### src/rtl/uart_tx_arbiter.sv
// Multi-source UART transmit front end: one FIFO per byte source, drained one
// byte at a time into async_transmitter through its start/busy handshake.
module uart_tx_arbiter #(
    parameter int CHANNELS    = 2,
    parameter int DEPTH       = 16,
    parameter int DATA_WIDTH  = 8,
    parameter int ARB_MODE    = 0,
    parameter int ARM_TIMEOUT = 4,
    localparam int LVL_W      = $clog2(DEPTH) + 1
) (
    input  logic                           clk,
    input  logic                           rst,
    input  logic [CHANNELS-1:0]            inValid,
    input  logic [CHANNELS*DATA_WIDTH-1:0] inData,
    output logic [CHANNELS-1:0]            inFull,
    output logic [CHANNELS*LVL_W-1:0]      level,
    output logic [CHANNELS-1:0]            overflow,
    input  logic                           clearOverflow,
    output logic                           txStart,
    output logic [DATA_WIDTH-1:0]          txData,
    input  logic                           txBusy
);

    localparam int PTR_W = $clog2(DEPTH);
    localparam int CH_W  = (CHANNELS > 1) ? $clog2(CHANNELS) : 1;
    localparam int CNT_W = $clog2(ARM_TIMEOUT + 1);

    typedef enum logic [1:0] {
        S_IDLE  = 2'd0,
        S_START = 2'd1,
        S_ARM   = 2'd2,
        S_DRAIN = 2'd3
    } state_t;

    state_t                state_q, state_d;
    logic [CNT_W-1:0]      arm_cnt_q, arm_cnt_d;
    logic [CH_W-1:0]       rr_q, rr_d;
    logic                  tx_start_q, tx_start_d;
    logic [DATA_WIDTH-1:0] tx_data_q, tx_data_d;

    logic [PTR_W-1:0]      wr_ptr_q [CHANNELS];
    logic [PTR_W-1:0]      wr_ptr_d [CHANNELS];
    logic [PTR_W-1:0]      rd_ptr_q [CHANNELS];
    logic [PTR_W-1:0]      rd_ptr_d [CHANNELS];
    logic [LVL_W-1:0]      lvl_q    [CHANNELS];
    logic [LVL_W-1:0]      lvl_d    [CHANNELS];
    logic [CHANNELS-1:0]   full_q, full_d;
    logic [CHANNELS-1:0]   ovf_q, ovf_d;
    logic [DATA_WIDTH-1:0] mem_q    [CHANNELS][DEPTH];

    logic [CHANNELS-1:0]   nonempty_s;
    logic [CHANNELS-1:0]   push_s;
    logic [CHANNELS-1:0]   pop_s;
    logic                  any_s;
    logic [CH_W-1:0]       grant_s;

    // Scan position i of the arbiter: round-robin starts just after the last grant.
    function automatic int sel_idx(input logic [CH_W-1:0] rr, input int i);
        if (ARB_MODE == 1) begin
            return (int'(rr) + 1 + i) % CHANNELS;
        end else begin
            return i;
        end
    endfunction

    // Channel selection: first non-empty channel in scan order.
    always_comb begin
        any_s   = 1'b0;
        grant_s = '0;
        for (int c = 0; c < CHANNELS; c++) begin
            nonempty_s[c] = (lvl_q[c] != '0);
        end
        for (int i = 0; i < CHANNELS; i++) begin
            if (!any_s && nonempty_s[sel_idx(rr_q, i)]) begin
                any_s   = 1'b1;
                grant_s = CH_W'(sel_idx(rr_q, i));
            end else begin
                any_s   = any_s;
            end
        end
    end

    // Issue FSM: pop in IDLE, pulse start, wait for busy (bounded), wait for idle.
    always_comb begin
        state_d    = state_q;
        arm_cnt_d  = arm_cnt_q;
        rr_d       = rr_q;
        tx_start_d = 1'b0;
        tx_data_d  = tx_data_q;
        pop_s      = '0;
        case (state_q)
            S_IDLE: begin
                if (!txBusy && any_s) begin
                    pop_s[grant_s] = 1'b1;
                    tx_data_d      = mem_q[grant_s][rd_ptr_q[grant_s]];
                    rr_d           = grant_s;
                    state_d        = S_START;
                end else begin
                    state_d = S_IDLE;
                end
            end
            S_START: begin
                tx_start_d = 1'b1;
                arm_cnt_d  = '0;
                state_d    = S_ARM;
            end
            S_ARM: begin
                if (txBusy) begin
                    state_d = S_DRAIN;
                end else if (arm_cnt_q == CNT_W'(ARM_TIMEOUT - 1)) begin
                    // Transmitter never acknowledged; treat the byte as sent.
                    state_d = S_IDLE;
                end else begin
                    arm_cnt_d = arm_cnt_q + CNT_W'(1);
                end
            end
            S_DRAIN: begin
                if (!txBusy) begin
                    state_d = S_IDLE;
                end else begin
                    state_d = S_DRAIN;
                end
            end
            default: begin
                state_d = S_IDLE;
            end
        endcase
    end

    // Per-channel FIFO bookkeeping; a full FIFO still accepts when popped this cycle.
    always_comb begin
        for (int c = 0; c < CHANNELS; c++) begin
            push_s[c]   = inValid[c] && ((lvl_q[c] != LVL_W'(DEPTH)) || pop_s[c]);
            wr_ptr_d[c] = wr_ptr_q[c] + (push_s[c] ? PTR_W'(1) : PTR_W'(0));
            rd_ptr_d[c] = rd_ptr_q[c] + (pop_s[c] ? PTR_W'(1) : PTR_W'(0));
            case ({push_s[c], pop_s[c]})
                2'b10:   lvl_d[c] = lvl_q[c] + LVL_W'(1);
                2'b01:   lvl_d[c] = lvl_q[c] - LVL_W'(1);
                default: lvl_d[c] = lvl_q[c];
            endcase
            full_d[c] = (lvl_d[c] == LVL_W'(DEPTH));
            ovf_d[c]  = (clearOverflow ? 1'b0 : ovf_q[c]) | (inValid[c] & ~push_s[c]);
        end
    end

    // State, pointer and flag registers.
    always_ff @(posedge clk or negedge rst) begin
        if (!rst) begin
            state_q    <= S_IDLE;
            arm_cnt_q  <= '0;
            rr_q       <= CH_W'(CHANNELS - 1);
            tx_start_q <= 1'b0;
            tx_data_q  <= '0;
            full_q     <= '0;
            ovf_q      <= '0;
            for (int c = 0; c < CHANNELS; c++) begin
                wr_ptr_q[c] <= '0;
                rd_ptr_q[c] <= '0;
                lvl_q[c]    <= '0;
            end
        end else begin
            state_q    <= state_d;
            arm_cnt_q  <= arm_cnt_d;
            rr_q       <= rr_d;
            tx_start_q <= tx_start_d;
            tx_data_q  <= tx_data_d;
            full_q     <= full_d;
            ovf_q      <= ovf_d;
            for (int c = 0; c < CHANNELS; c++) begin
                wr_ptr_q[c] <= wr_ptr_d[c];
                rd_ptr_q[c] <= rd_ptr_d[c];
                lvl_q[c]    <= lvl_d[c];
            end
        end
    end

    // FIFO storage; contents are don't-care until written, so no reset.
    always_ff @(posedge clk) begin
        for (int c = 0; c < CHANNELS; c++) begin
            if (push_s[c]) begin
                mem_q[c][wr_ptr_q[c]] <= inData[c*DATA_WIDTH +: DATA_WIDTH];
            end
        end
    end

    for (genvar g = 0; g < CHANNELS; g++) begin : g_level
        assign level[g*LVL_W +: LVL_W] = lvl_q[g];
    end

    assign inFull   = full_q;
    assign overflow = ovf_q;
    assign txStart  = tx_start_q;
    assign txData   = tx_data_q;

endmodule

### config.mk
export PLATFORM = sky130hd
export DESIGN_NAME = uart_tx_arbiter
export DESIGN_NICKNAME = d
export VERILOG_FILES = /design/src/rtl/uart_tx_arbiter.sv
export SDC_FILE = /design/constraint.sdc
export NUM_CORES = 1
export LEC_CHECK = 0
export BUFFER_PORTS_ARGS = -buffer_cell sky130_fd_sc_hd__clkbuf_2
export CAP_MARGIN = 20
export CORE_MARGIN = 4
export CORE_UTILIZATION = 62
export DETAILED_ROUTE_END_ITERATION = 6
export GPL_TIMING_DRIVEN = 0
export HOLD_SLACK_MARGIN = 0.03
export PLACE_DENSITY_LB_ADDON = 0.12
export SYNTH_ARGS = -nofsm -noshare
export SYNTH_HDL_FRONTEND = slang
export SYNTH_SLANG_ARGS = --single-unit
### constraint.sdc
create_clock -name clk -period 9 [get_ports clk]
set_input_delay 1.8 -clock clk [delete_from_list [all_inputs] [get_ports clk]]
set_output_delay 1.8 -clock clk [all_outputs]
set_load 0.01 [all_outputs]
After elaboration in Yosys (flattened, before gate mapping)
Memory sizes are Yosys's and may differ from the RTL's.
Cells that the tools add are included.
- memories kept: 1
- memory bits (writable): 256
- output and inout port bits: 23
- register bits: 44
- word-level logic and storage cells: 110
- input bits: 22
- equal/unequal tests: 15
- magnitude comparators: 8
- multiplexer cells: 38
- bitwise logic cells: 10
- add/subtract/negate cells: 9
- reduce and logical (&&, ||, !) cells: 17
- memory list (name ; words ; width ; rd ports ; clocked after memory_dff ; wr ports ; RTL line ; RTL):
    mem_q ; 2 ; 128 ; 1 ; 0 ; 2 ; 49 ; logic [DATA_WIDTH-1:0] mem_q [CHANNELS][DEPTH];
- operators with widths (kind ; number):
    $mux 128 ; 2
    $demux 8 s4 ; 2
    $bmux 8 s4 ; 1
    $mux 8 ; 4
    $pmux 5 s2 ; 2
    $add 4x1->4 ; 4
    $ge 5x5->1 const B ; 3
    $not 4->5 ; 3
    $mux 1 ; 14
    $mux 4 ; 3
    $add 5x1->5 const B ; 2
    $eq 5x5->1 const B ; 2
    $lt 5x1->1 const B ; 2
    $mux 2 ; 5
    $ne 5x5->1 const B ; 2
    $reduce_bool 5->1 ; 2
    $sub 5x1->5 const B ; 2
    $eq 2x2->1 const B ; 4
    $pmux 2 s4 ; 1
    $logic_and 1x1->1 ; 7
    $eq 2x1->1 const B ; 3
    $mux 3 ; 2
    $pmux 3 s2 ; 1
    $ne 2x2->1 const B ; 2
    17 further kinds ; 22

Longest topological paths before layout
- depth after elaboration: 16
- gate-level depth with buffers: 13
- depth with buffers taken out: 11

Least setup slack after synthesis
Ideal clock, no wire load.
- path kind: input port to flip-flop
- from: input txBusy
- to: register full_q[1] (netlist: inFull[1])
- required time: 8900 ps
- cell stages on the path: 12
- path slack: 4748 ps
- library setup time: 100 ps
- data arrival time: 4151 ps
- path buffers: 1
- cells stage by stage: or3_1 -> o311ai_2 -> nand2_2 -> ha_1 -> clkbuf_1 -> xor2_1 -> ha_1 -> and3b_1 -> o21ai_0 -> a21oi_1 -> xnor2_1 -> nor4bb_1
- RTL lines (item ; RTL line ; RTL):
    start: declaration ; 21 ; input logic txBusy
    end signal: assignment ; 167 ; full_q <= full_d;
    end: declaration ; 47 ; logic [CHANNELS-1:0] full_q, full_d;

==> impl_metrics.env <==
export IMPL_pwr_share_seq_pct=42.8
export IMPL_grt_pass1_wl_um=38210
export IMPL_grt_usage_pct=23.23
export IMPL_die_y_um=147.9
export IMPL_synth_area_um2=12130
export IMPL_cp_slowest_cell="or3_1"
export IMPL_vias=6304
export IMPL_synth_flop_cell="edfxtp_1"
export IMPL_critPathMaxFanout=8
export IMPL_drv_slew=0
export IMPL_max_stage_delay_ns=0.46
export IMPL_grtUsageMet2_pct=37.62
export IMPL_clock_latency_ns=0.53
export IMPL_cts_hold_buffers=0
export IMPL_rsz0062_at_grt="false"
export IMPL_dieArea_um2=21870
export IMPL_grt_antenna_before_repair=0
export IMPL_cts_max_level=1
export IMPL_pwr_share_clk_pct=28.1
export IMPL_worst_slew_pin_slew_ns=0.9411
export IMPL_p_per_area_nw_per_um2=313.2
export IMPL_yosysWarnings=0
export IMPL_vdd_ir_drop_max_mv=0.1826
export IMPL_instances_no_fill=1009
export IMPL_totalWireLength_um=24580
export IMPL_synthCells=638
export IMPL_grtUsageMet1_pct=34.86
export IMPL_fin_tns_setup_ns=0
export IMPL_synth_nets=678
export IMPL_sw_frac_of_total_pct=31.00
export IMPL_cp_arrival_ns=4.60
export IMPL_clk_pin_slew_ns=0.06
export IMPL_combPwrFrac_pct=29.2
export IMPL_dr_pass1_iters=5
export IMPL_cts_tree="built"
export IMPL_synth_cell_types=51
export IMPL_hold_viol_final=0
export IMPL_min_period_ns=4.167
export IMPL_tritoncts_num_buffers=30
export IMPL_layout_cells_most_common_list="edfxtp_1, mux4_2, dfrtp_1, clkbuf_2, clkbuf_16"
export IMPL_area_growth_pct=13.69
export IMPL_final_period_utilization_pct=46.30
export IMPL_status="finished clean"
export IMPL_cp_required_ns=9.43
export IMPL_grt_start_max_net_pins=45
export IMPL_met3_usage_pct=3.587
export IMPL_p_sw_mw=1.339
export IMPL_n_antenna_cell=0
export IMPL_seq_area_frac_synth_pct=72.44
export IMPL_gp_congestion=0.8416
export IMPL_clkSinkCount=300
export IMPL_io_pins=45
export IMPL_synth_area_per_cell_um2=19.02
export IMPL_max_slew_margin_pct=37.03
export IMPL_worst_path_dominant_cell_family="simple AND/OR/NAND/NOR gates"
export IMPL_end_kind="flip-flop"
export IMPL_avgRoutedWirePerCell_um=24.36
export IMPL_portBuffers=44
export IMPL_final_common_cell="edfxtp_1"
export IMPL_crit_top_cell="ha_1"
export IMPL_cts_setup_buffers=0
export IMPL_ys_ff_latch=300
export IMPL_p_int_mw=2.981
export IMPL_start_util_pct=64.00
export IMPL_gr_max_usage_layer="met2"
export IMPL_placeableCoreArea_um2=18960
export IMPL_die_x_um=147.9
export IMPL_path_cells="clkbuf_2 -> or3_1 -> o311ai_2 -> nand2_2 -> ha_1 -> clkbuf_1 -> xor2_1 -> ha_1 -> and3b_1 -> o21ai_0 -> a21oi_1 -> xnor2_1 -> nor4bb_1"
export IMPL_drcViolationCount=0
export IMPL_cts_root_buffer="clkbuf_16"
export IMPL_grt_pass1_vias=6552
export IMPL_fin_nets=766
export IMPL_antenna_left=0
export IMPL_drive_gt1_share_pct=26.44
export IMPL_crit_type="primary input to flip-flop"
export IMPL_initialDrtViolationCount=537
export IMPL_startpoint_type="primary input"
export IMPL_crit_buf_inv=2
export IMPL_dp_cells=953
export IMPL_fmax_mhz=240.0
export IMPL_clock_skew_ns=0.01088
export IMPL_async_flop_share_pct=14.67
export IMPL_synth_edf_count=256
export IMPL_dp_final_hpwl_um=16660
export IMPL_hold_path_class="flip-flop to flip-flop"
export IMPL_globalRouteOverflowTotal=0
export IMPL_setup_violations=0
export IMPL_rows=50
export IMPL_clockBufferDepth=3
export IMPL_post_cts_resized=0
export IMPL_routed_via_density=6.248
export IMPL_leakagePower_nw=4.712
export IMPL_max_cap_violations=0
-- registers in the layout, indices dropped and copies added (netlist names) --
| name | flops |
|---|---|
| txStart | 1 |
| overflow | 2 |
| inFull | 2 |
| mem_q | 256 |
| state_q | 2 |
| wr_ptr_q | 8 |
| txData | 8 |
| level | 10 |
| arm_cnt_q | 3 |
| rd_ptr_q | 8 |
-- stage by stage --
step	area (um^2)	util, %	hold slack (ns)	worst slack (ns)	total power, mW
3_5_place_dp	12780	67.45	0.4920	4.288	3.129
4_1_cts	13760	72.61	0.5179	4.838	4.344
3_3_place_gp	12680	66.88	0.4850	3.897	3.056
2_1_floorplan	12130	-	0.4610	4.748	2.714
6_report	13790	72.76	0.5199	4.833	4.320
5_1_grt	13790	72.76	0.5278	4.534	4.538
-- worst register-to-register path, cell delays in order (launching register included) --
cell	delay [ns]
dfrtp_1	0.47
or4_4	0.65
a211oi_4	0.44
buf_6	0.22
and2_1	0.20
ha_1	0.16
clkbuf_1	0.30
xor2_1	0.18
ha_1	0.20
and3b_1	0.16
o21ai_0	0.07
a21oi_1	0.21
xnor2_1	0.16
nor4bb_1	0.27
-- synth_stat cells, types with 4 or more instances --
cell type	count	area [um^2]
nor2b_1	11	68.82
buf_6	5	56.30
xnor2_1	8	70.07
a211oi_1	17	127.6
o21ai_0	10	50.05
nor4_1	4	25.02
nor2_1	29	108.9
ha_1	17	212.7
dfrtp_1	44	1101
buf_2	10	50.05
a221o_1	8	80.08
nand3b_1	4	30.03
xor2_1	11	96.34
or3_1	4	25.02
clkbuf_1	12	45.04
nor3_1	9	45.04
edfxtp_1	256	7687
a21oi_1	19	95.09
mux2i_1	16	160.2
mux4_2	64	1441
nand2b_1	6	37.54
inv_1	12	45.04
nand3_1	7	35.03
nand2_1	15	56.30
-- power by group through the flow --
stage	combinational, mW	clock (mW)	sequential (mW)
2_1_floorplan	0.861	0	1.85
3_3_place_gp	1.20	0	1.85
3_5_place_dp	1.26	0	1.87
4_1_cts	1.27	1.23	1.84
5_1_grt	1.38	1.30	1.87
6_report	1.26	1.21	1.85
-- cells by family after synthesis --
family	share of synthesized area, %
adder cells (fa/ha/maj)	1.918
XOR/XNOR	1.372
flip-flops	72.44
multiplexers	13.39
AO/OA/AOI/OAI	4.734
buffers and inverters	1.867
AND/OR/NAND/NOR	4.280
-- final timing paths --
check / from / end / slack [ns] / cells after the start
max: txBusy / inFull[1] / 4.83 / 13
min: rd_ptr_q[4] / rd_ptr_q[4] / 0.52 / 1
max reg2reg: level[0] / inFull[1] / 5.23 / 13
min reg2reg: rd_ptr_q[4] / rd_ptr_q[4] / 0.52 / 1
max in group asynchronous: rst / wr_ptr_q[7] / 7.16 / 2
min in group asynchronous: rst / rd_ptr_q[0] / 1.29 / 1
-- routing by layer --
| metal | routed length (um) | share of wire [%] |
|---|---|---|
| met5 | 0 | 0 |
| met4 | 323 | 1.3 |
| met3 | 1877 | 7.6 |
| met2 | 11990 | 49 |
| met1 | 10390 | 42 |
-- cell type report --
class	count	area [um^2]
plain buffers	32	177.7
repair buffers	56	330.3
fillers	1143	5164
flip-flops and latches	300	8788
clock buffers	36	794.5
multi-input cells	293	3142
inverters	13	48.80
clock inverters	19	185.2
well taps	260	325.3
Note: power is estimated with default switching activity, not from simulation.
